==> config.mk <==
export PLATFORM = sky130hd
export DESIGN_NAME = cpu_wb_cla_mul
export DESIGN_NICKNAME = d
export VERILOG_FILES = /design/src/rtl/cpu_wb_cla_mul.sv
export SDC_FILE = /design/constraint.sdc
export NUM_CORES = 2
export LEC_CHECK = 0
export ABC_AREA = 1
export CORE_MARGIN = 3
export CORE_UTILIZATION = 30
export DETAILED_ROUTE_END_ITERATION = 7
export GPL_TIMING_DRIVEN = 1
export PLACE_DENSITY_LB_ADDON = 0.2
export SYNTH_ARGS = -nofsm -noshare
export SYNTH_HDL_FRONTEND = slang
export SYNTH_SLANG_ARGS = --single-unit
export TNS_END_PERCENT = 30
==> constraint.sdc <==
create_clock -name clk -period 1.2 [get_ports clk]
set_input_delay 0.36 -clock clk [delete_from_list [all_inputs] [get_ports clk]]
set_output_delay 0.36 -clock clk [all_outputs]
set_load 0.005 [all_outputs]
==> src/rtl/cpu_wb_cla_mul.sv <==
// Unsigned array multiplier for the write-back stage: partial products summed through a chain of
// two-level carry-lookahead adders, with the full product registered once.

module cpu_wb_cla_add #(
  parameter int W = 33,
  parameter int G = 4
) (
  input  logic [W-1:0] a,
  input  logic [W-1:0] b,
  output logic [W-1:0] sum,
  output logic         cout
);
  localparam int NG = (W + G - 1) / G;

  logic [W-1:0]  g;
  logic [W-1:0]  p;
  logic [W-1:0]  c;
  logic [NG-1:0] gg;
  logic [NG-1:0] gp;
  logic [NG:0]   gc;

  assign g = a & b;
  assign p = a ^ b;

  genvar gi;
  generate
    // Group generate/propagate; the top group is simply narrower when W is not a multiple of G.
    for (gi = 0; gi < NG; gi++) begin : g_grp
      localparam int LO = gi * G;
      localparam int HI = (LO + G > W) ? W - 1 : LO + G - 1;
      logic gg_v;
      logic gp_v;
      always_comb begin
        logic term;
        gp_v = 1'b1;
        gg_v = 1'b0;
        for (int i = LO; i <= HI; i++) begin
          gp_v = gp_v & p[i];
          term = g[i];
          for (int m = i + 1; m <= HI; m++) term = term & p[m];
          gg_v = gg_v | term;
        end
      end
      assign gg[gi] = gg_v;
      assign gp[gi] = gp_v;
    end

    // Second lookahead level: every group carry is a flat sum of products over lower groups.
    assign gc[0] = 1'b0;
    for (gi = 1; gi <= NG; gi++) begin : g_gcarry
      logic gc_v;
      always_comb begin
        logic term;
        gc_v = 1'b0;
        for (int m = 0; m < gi; m++) begin
          term = gg[m];
          for (int q = m + 1; q < gi; q++) term = term & gp[q];
          gc_v = gc_v | term;
        end
      end
      assign gc[gi] = gc_v;
    end

    // In-group carries expanded from the group carry-in, no bit-to-bit ripple.
    for (gi = 0; gi < W; gi++) begin : g_bit
      localparam int LO = (gi / G) * G;
      logic c_bit;
      always_comb begin
        logic term;
        term = gc[gi / G];
        for (int m = LO; m < gi; m++) term = term & p[m];
        c_bit = term;
        for (int j = LO; j < gi; j++) begin
          term = g[j];
          for (int m = j + 1; m < gi; m++) term = term & p[m];
          c_bit = c_bit | term;
        end
      end
      assign c[gi] = c_bit;
    end
  endgenerate

  assign sum  = p ^ c;
  assign cout = gc[NG];
endmodule

module cpu_wb_cla_mul #(
  parameter int MULTICAND_WID  = 32,
  parameter int MULTIPLIER_WID = 32,
  parameter int CLA_GROUP      = 4
) (
  input  logic                                    clk,
  input  logic                                    rst_n,
  input  logic [MULTICAND_WID-1:0]                multicand,
  input  logic [MULTIPLIER_WID-1:0]               multiplier,
  output logic [MULTICAND_WID+MULTIPLIER_WID-1:0] product
);
  localparam int MC = MULTICAND_WID;
  localparam int MP = MULTIPLIER_WID;

  logic [MC+MP-1:0] product_next;
  logic             unused_cout;

  genvar gi;
  generate
    // Each stage adds its partial product to the running sum shifted right by one; the LSB retires.
    for (gi = 0; gi < MP; gi++) begin : g_stage
      logic [MC:0] acc;
      logic        co;
      if (gi == 0) begin : g_first
        assign acc = {1'b0, multicand & {MC{multiplier[0]}}};
        assign co  = 1'b0;
      end else begin : g_add
        cpu_wb_cla_add #(.W(MC + 1), .G(CLA_GROUP)) u_add (
          .a    ({g_stage[gi-1].co, g_stage[gi-1].acc[MC:1]}),
          .b    ({1'b0, multicand & {MC{multiplier[gi]}}}),
          .sum  (acc),
          .cout (co)
        );
      end
      assign product_next[gi] = acc[0];
    end
  endgenerate

  assign product_next[MC+MP-1:MP] = g_stage[MP-1].acc[MC:1];
  // The final carry-out can never be set because the product always fits.
  assign unused_cout = g_stage[MP-1].co;

  always_ff @(posedge clk or negedge rst_n) begin
    if (!rst_n) product <= '0;
    else        product <= product_next;
  end
endmodule

Word-level counts from Yosys, hierarchy flattened
Index checks and enable logic that the tools add are counted.
{"block": "totals", "output_inout_bits": 64, "inputBits": 66, "ff_bits": 64}
{"block": "classes", "bitwise_logic": 7270}
{"cell": "bitwise AND 1 bit", "n": 3890}
{"cell": "bitwise OR 1 bit", "n": 3246}
{"cell": "bitwise AND 32 bit", "n": 33}
{"cell": "bitwise XOR 33 bit", "n": 31}
{"cell": "bitwise XOR 33 x 32 -> 33 bit", "n": 30}
{"cell": "bitwise AND 33 x 32 -> 33 bit", "n": 29}
{"cell": "bitwise AND 31 x 32 -> 32 bit", "n": 1}
{"cell": "bitwise XOR 31 x 32 -> 32 bit", "n": 1}
{"cell": "bitwise AND 1 bit, second input constant", "n": 8}
{"cell": "bitwise OR 1 bit, second input constant", "n": 1}

Depth between registers and ports, before layout
{"block": "depth", "depth_word": 807, "ltp_mapped": 306, "mapped_depth_nobuf": 304}

By module
From an unflattened synthesis, not the netlist that was laid out.
{"block": "unflattened", "hier_cells": 7792, "hier_area_um2": 54099.4}
{"mod": "cpu_wb_cla_add", "seq_area_each_um2": 0.0, "cells_each": 177, "area_each_um2": 1392.6, "n_inst": 31}
{"mod": "cpu_wb_cla_mul", "seq_area_each_um2": 1601.5, "cells_each": 2305, "area_each_um2": 10929.2, "n_inst": 1}

Worst setup path after synthesis
Ideal clock, no wire load.
{"block": "synth_path", "kind": "in2reg", "from": "input port multiplier[1]", "to": "register product[62]", "cell_stages": 295, "required_time_ns": 1.121, "setup_slack_ns": -42.031, "arrival_time_ns": 43.152, "path_cell_list": "clkbuf_1 clkbuf_1 nand2_1 inv_1 ha_1 ha_1 o21ai_1 nand2_1 nand2_1 nand2_1 nand2_1 nor2_1 or3_1 a21o_1 ha_1 nand2_1 nand3_1 a21oi_1 [... 259 more ...] nand4_1 fa_1 ha_1 nand2_1 inv_1 nand3_1 inv_1 a21boi_0 o21ai_0 inv_1 nand3b_2 nand2_1 nand2_2 ha_1 nand2_1 nand2_1 a21oi_1 xor2_1"}
{"block": "synth_via", "elab_chain_len": 361}
{"element": "start, declared", "line": "95", "source": "input logic [MULTIPLIER_WID-1:0] multiplier,"}
{"element": "bitwise AND 32 bit (*)", "line": "116", "source": ".b ({1'b0, multicand & {MC{multiplier[gi]}}}),"}
{"element": "bitwise AND 31 x 32 -> 32 bit or bitwise XOR 31 x 32 -> 32 bit (tied branches)", "line": "22, 23"}
{"element": "bitwise AND 1 bit (2 in series)", "line": "40, 75"}
{"element": "bitwise AND 1 bit", "line": "40", "source": "for (int m = i + 1; m <= HI; m++) term = term & p[m];"}
{"element": "bitwise OR 1 bit (3 in series)", "line": "41", "source": "gg_v = gg_v | term;"}
{"element": "bitwise AND 1 bit (3 in series)", "line": "71", "source": "for (int m = LO; m < gi; m++) term = term & p[m];"}
{"element": "bitwise OR 1 bit (3 in series)", "line": "76", "source": "c_bit = c_bit | term;"}
{"element": "bitwise XOR 33 bit", "line": "83", "source": "assign sum = p ^ c;"}
{"element": "[... 333 more ...]"}
{"element": "bitwise XOR 33 x 32 -> 33 bit", "line": "23", "source": "assign p = a ^ b;"}
{"element": "bitwise AND 1 bit", "line": "38", "source": "gp_v = gp_v & p[i];"}
{"element": "bitwise AND 1 bit", "line": "57", "source": "for (int q = m + 1; q < gi; q++) term = term & gp[q];"}
{"element": "bitwise OR 1 bit (7 in series)", "line": "58", "source": "gc_v = gc_v | term;"}
{"element": "bitwise XOR 33 bit (*)", "line": "83"}
{"element": "bitwise XOR 33 x 32 -> 33 bit", "line": "23"}
{"element": "bitwise XOR 33 bit (*)", "line": "83"}
{"element": "via g_stage[31].acc[31]", "line": "108", "source": "logic [MC:0] acc;"}
{"element": "end signal, assigned", "line": "131", "source": "else product <= product_next;"}
{"element": "end, declared", "line": "96", "source": "output logic [MULTICAND_WID+MULTIPLIER_WID-1:0] product"}
Mark *: on every way through the listed nets, which the timed path passes. The rest lies on a longest branch.

Worst setup path in the final report
Ends and elaborated chain as after synthesis.

==> metrics.md <==
| Metric | Value |
|---|---|
| Layout cell share with drive strength beyond 1 | `0.352` |
| Biggest register | `product` |
| CP max stage delay | `0.59 ns` |
| EDFF count, synth | `0` |
| Die footprint | `183000 µm²` |
| Final ANT Viol Nets | `0` |
| Yosys cell types | `44` |
| Hold Path Depth | `3` |
| Mean Syn Cell Area | `6.51 µm²` |
| Routed wire length | `180 mm` |
| Detailed Place HPWL | `147 mm` |
| Largest net degree at the start of global routing | `40` |
| Die Y | `427 µm` |
| Vias in the first global route | `57.7k` |
| YS warnings | `0` |
| Post-Syn Nets | `9725` |
| TritonCTS clock tree | `yes` |
| Cell count after synthesis | `8172` |
| DRT Pass-1 Iters | `6` |
| DRC | `0` |
| H-tree levels | `3` |
| Global-route wire length before repair | `289 mm` |
| Area grow syn2layout | `54.9%` |
| CTS sink cnt | `64` |
| Largest regs | `product x64` |
| Max clock buf depth | `2` |
| Crit path buf inv count | `85` |
| Fin Hold WS | `0.159 ns` |
| Delay-heaviest family, CP | `adder cells` |
| Final setup fails | `126` |
| IO buf count | `129` |
| Via density | `4.40` |
| Num CTS Buffers | `9` |
| Max FO, Critical Path | `8` |
| WL met1 | `82.0 mm` |
| Tightest Pin Transition | `0.716 ns` |
| RSZ-0062 raised after global routing | `true` |
| Failing checks | `negative setup slack` |
| Outcome | `finished with violations` |
| Post-DR wirelength/cell | `13.7 µm` |
| Met2 wire length | `89.0 mm` |
| Core Footprint | `175000 µm²` |
| Initial DRC Count | `2142` |
| Final Max Slew Viols | `0` |
| I/O Pins | `130` |
| Overflow after GRT | `0` |
| Arrival @ worst endpoint | `41.78 ns` |
| Worst Hold Class | `in2reg` |
| Setup crit start kind | `input port` |
| Largest register FFs | `64` |
| Synth Cell Area | `53200 µm²` |
| Critical Path Stages | `280` |
| Setup slack at placement | `-41.68 ns` |
| Critical path type | `in2reg` |
| WP data required | `1.57 ns` |
| Minimum clock period | `41.42 ns` |
| CP most frequent cell | `inv_2` |
| Initial Utilization | `0.304` |
| Final hold violations | `0` |
| WL met3 | `3.65 mm` |
| Routed vias | `57.6k` |
| Fillers | `17.6k` |
| Nets | `12.3k` |
| Worst path slowest cell | `fa_2` |
| Gr usage total | `0.195` |
| Die Width | `427 µm` |
| Fmax | `24.1 MHz` |
| RD Place Congestion | `0.864` |
| Highest Signal Layer | `met5` |
| Max cap viols | `0` |
| Root buffer cell | `clkbuf_16` |
| FFs w/ async S/R, synth | `1.00` |
| Tcrit/Tclk final | `34.5` |
| Setup_tns | `-1679.52 ns` |
| Worst relative slew slack | `0.522` |
| Register area share after synthesis | `0.0301` |
| Crit. End Element | `register` |
| Final worst setup slack | `-40.22 ns` |
| Worst-path clk slew | `0.07 ns` |
| # rows | `153` |
| Initial antenna violation count | `12` |
| Top_reg_cell synth | `dfrtp_1` |
| Flop and latch count out of synthesis | `64` |
==> metal layers <==
metal,up-vias,global-route usage
met5,-,0
met4,2,0.0501
met3,176,0.0126
met2,550,0.357
met1,26573,0.245
li1,30301,-
==> Yosys cell counts, types with 4 or more instances <==
cell type	count	area [µm²]
nand4_1	179	1120
dfrtp_1	64	1600
nor2_2	9	56.3
nor3_1	13	65.1
a211oi_1	26	195
o21ai_0	29	145
fa_1	248	4960
a21o_1	59	443
a21oi_1	509	2550
inv_1	1893	7110
nand3b_2	4	45.0
nor2_1	308	1160
or2_2	8	50.1
ha_1	1239	15500
nand2_2	58	363
a31oi_1	5	31.3
xnor2_1	125	1090
clkbuf_1	194	728
o21bai_1	67	503
o21bai_2	5	56.3
nand3_2	16	160
nand3_1	338	1690
xor2_1	588	5150
nand2_1	2115	7940
o211ai_1	4	30.0
o21ai_1	17	85.1
nand3b_1	19	143
a21oi_2	9	78.8
==> stage by stage <==
stage,cells,instance area (µm²),util
floorplan,8172,54800,-
global placement,12717,75400,0.430
detailed placement,12717,75400,0.430
CTS,12999,79900,0.456
global route,13100,82500,0.471
finish,13105,82500,0.471
==> what timing repair did <==
item                                    CTS  global route
endpoints found under the setup margin  126           127
gates resized for setup                 501           449
setup buffers                           267           105
hold endpoints to repair                 64             0
gates cloned                              1             0
pin swaps                               470           422
hold buffers                              1             0
==> worst paths after layout <==
| check | startpoint | to |
|---|---|---|
| min in group asynchronous | rst_n | product[52] |
| hold / removal | multiplier[0] | product[0] |
| setup / recovery | multiplier[1] | product[62] |
| max in group asynchronous | rst_n | product[17] |
==> layout make-up <==
class	instances	area [µm²]	area share
tap	2325	2910	0.0353
clock buffer	9	225	0.00273
antenna	5	12.5	0.000152
clock inverter	7	78.8	0.000956
multi-input combinational	6018	49200	0.597
inverter	1896	7150	0.0867
sequential	64	1600	0.0194
timing repair buffer	2781	21300	0.258
==> kinds of logic after synthesis <==
group                      after synthesis  share of synthesized area
AOI/OAI and AO/OA                      741                     0.0790
xor gates and xnor gates               713                      0.117
adders and majority gates             1487                      0.384
buffers and inverters                 2090                      0.147
DFF                                     64                     0.0301
and+or+nand+nor                       3077                      0.242
==> cells in the final DEF (no fill, tap or decap), drive strengths merged, types with 2 or more instances in the layout <==
cell type      synthesis  layout
diode                  0       5
a31o                   2       2
a21boi                 2       2
nand3                354     354
nor4                   2       2
or3                    2       2
a211oi                26      26
buf                    0    2695
clkdlybuf4s15          0       6
xor2                 588     588
xnor2                125     125
clkinv                 1       2
nand3b                23      23
a21o                  59      59
nor2                 317     317
o21bai                72      72
nand4                179     179
inv                 1895    1897
o21ai                 48      48
clkdlybuf4s50          0      60
a211o                  2       2
ha                  1239    1239
clkbuf               194      28
fa                   248     248
nor3                  14      14
a31oi                  5       5
o211ai                 4       4
dfrtp                 64      64
and3                   2       2
or2                   11      11
clkinvlp               0       3
a21oi                518     518
nand2               2173    2173
Power is left out: the tool's default activity adds up to more than one toggle a clock period on the data nets, which glitch-free logic cannot reach.
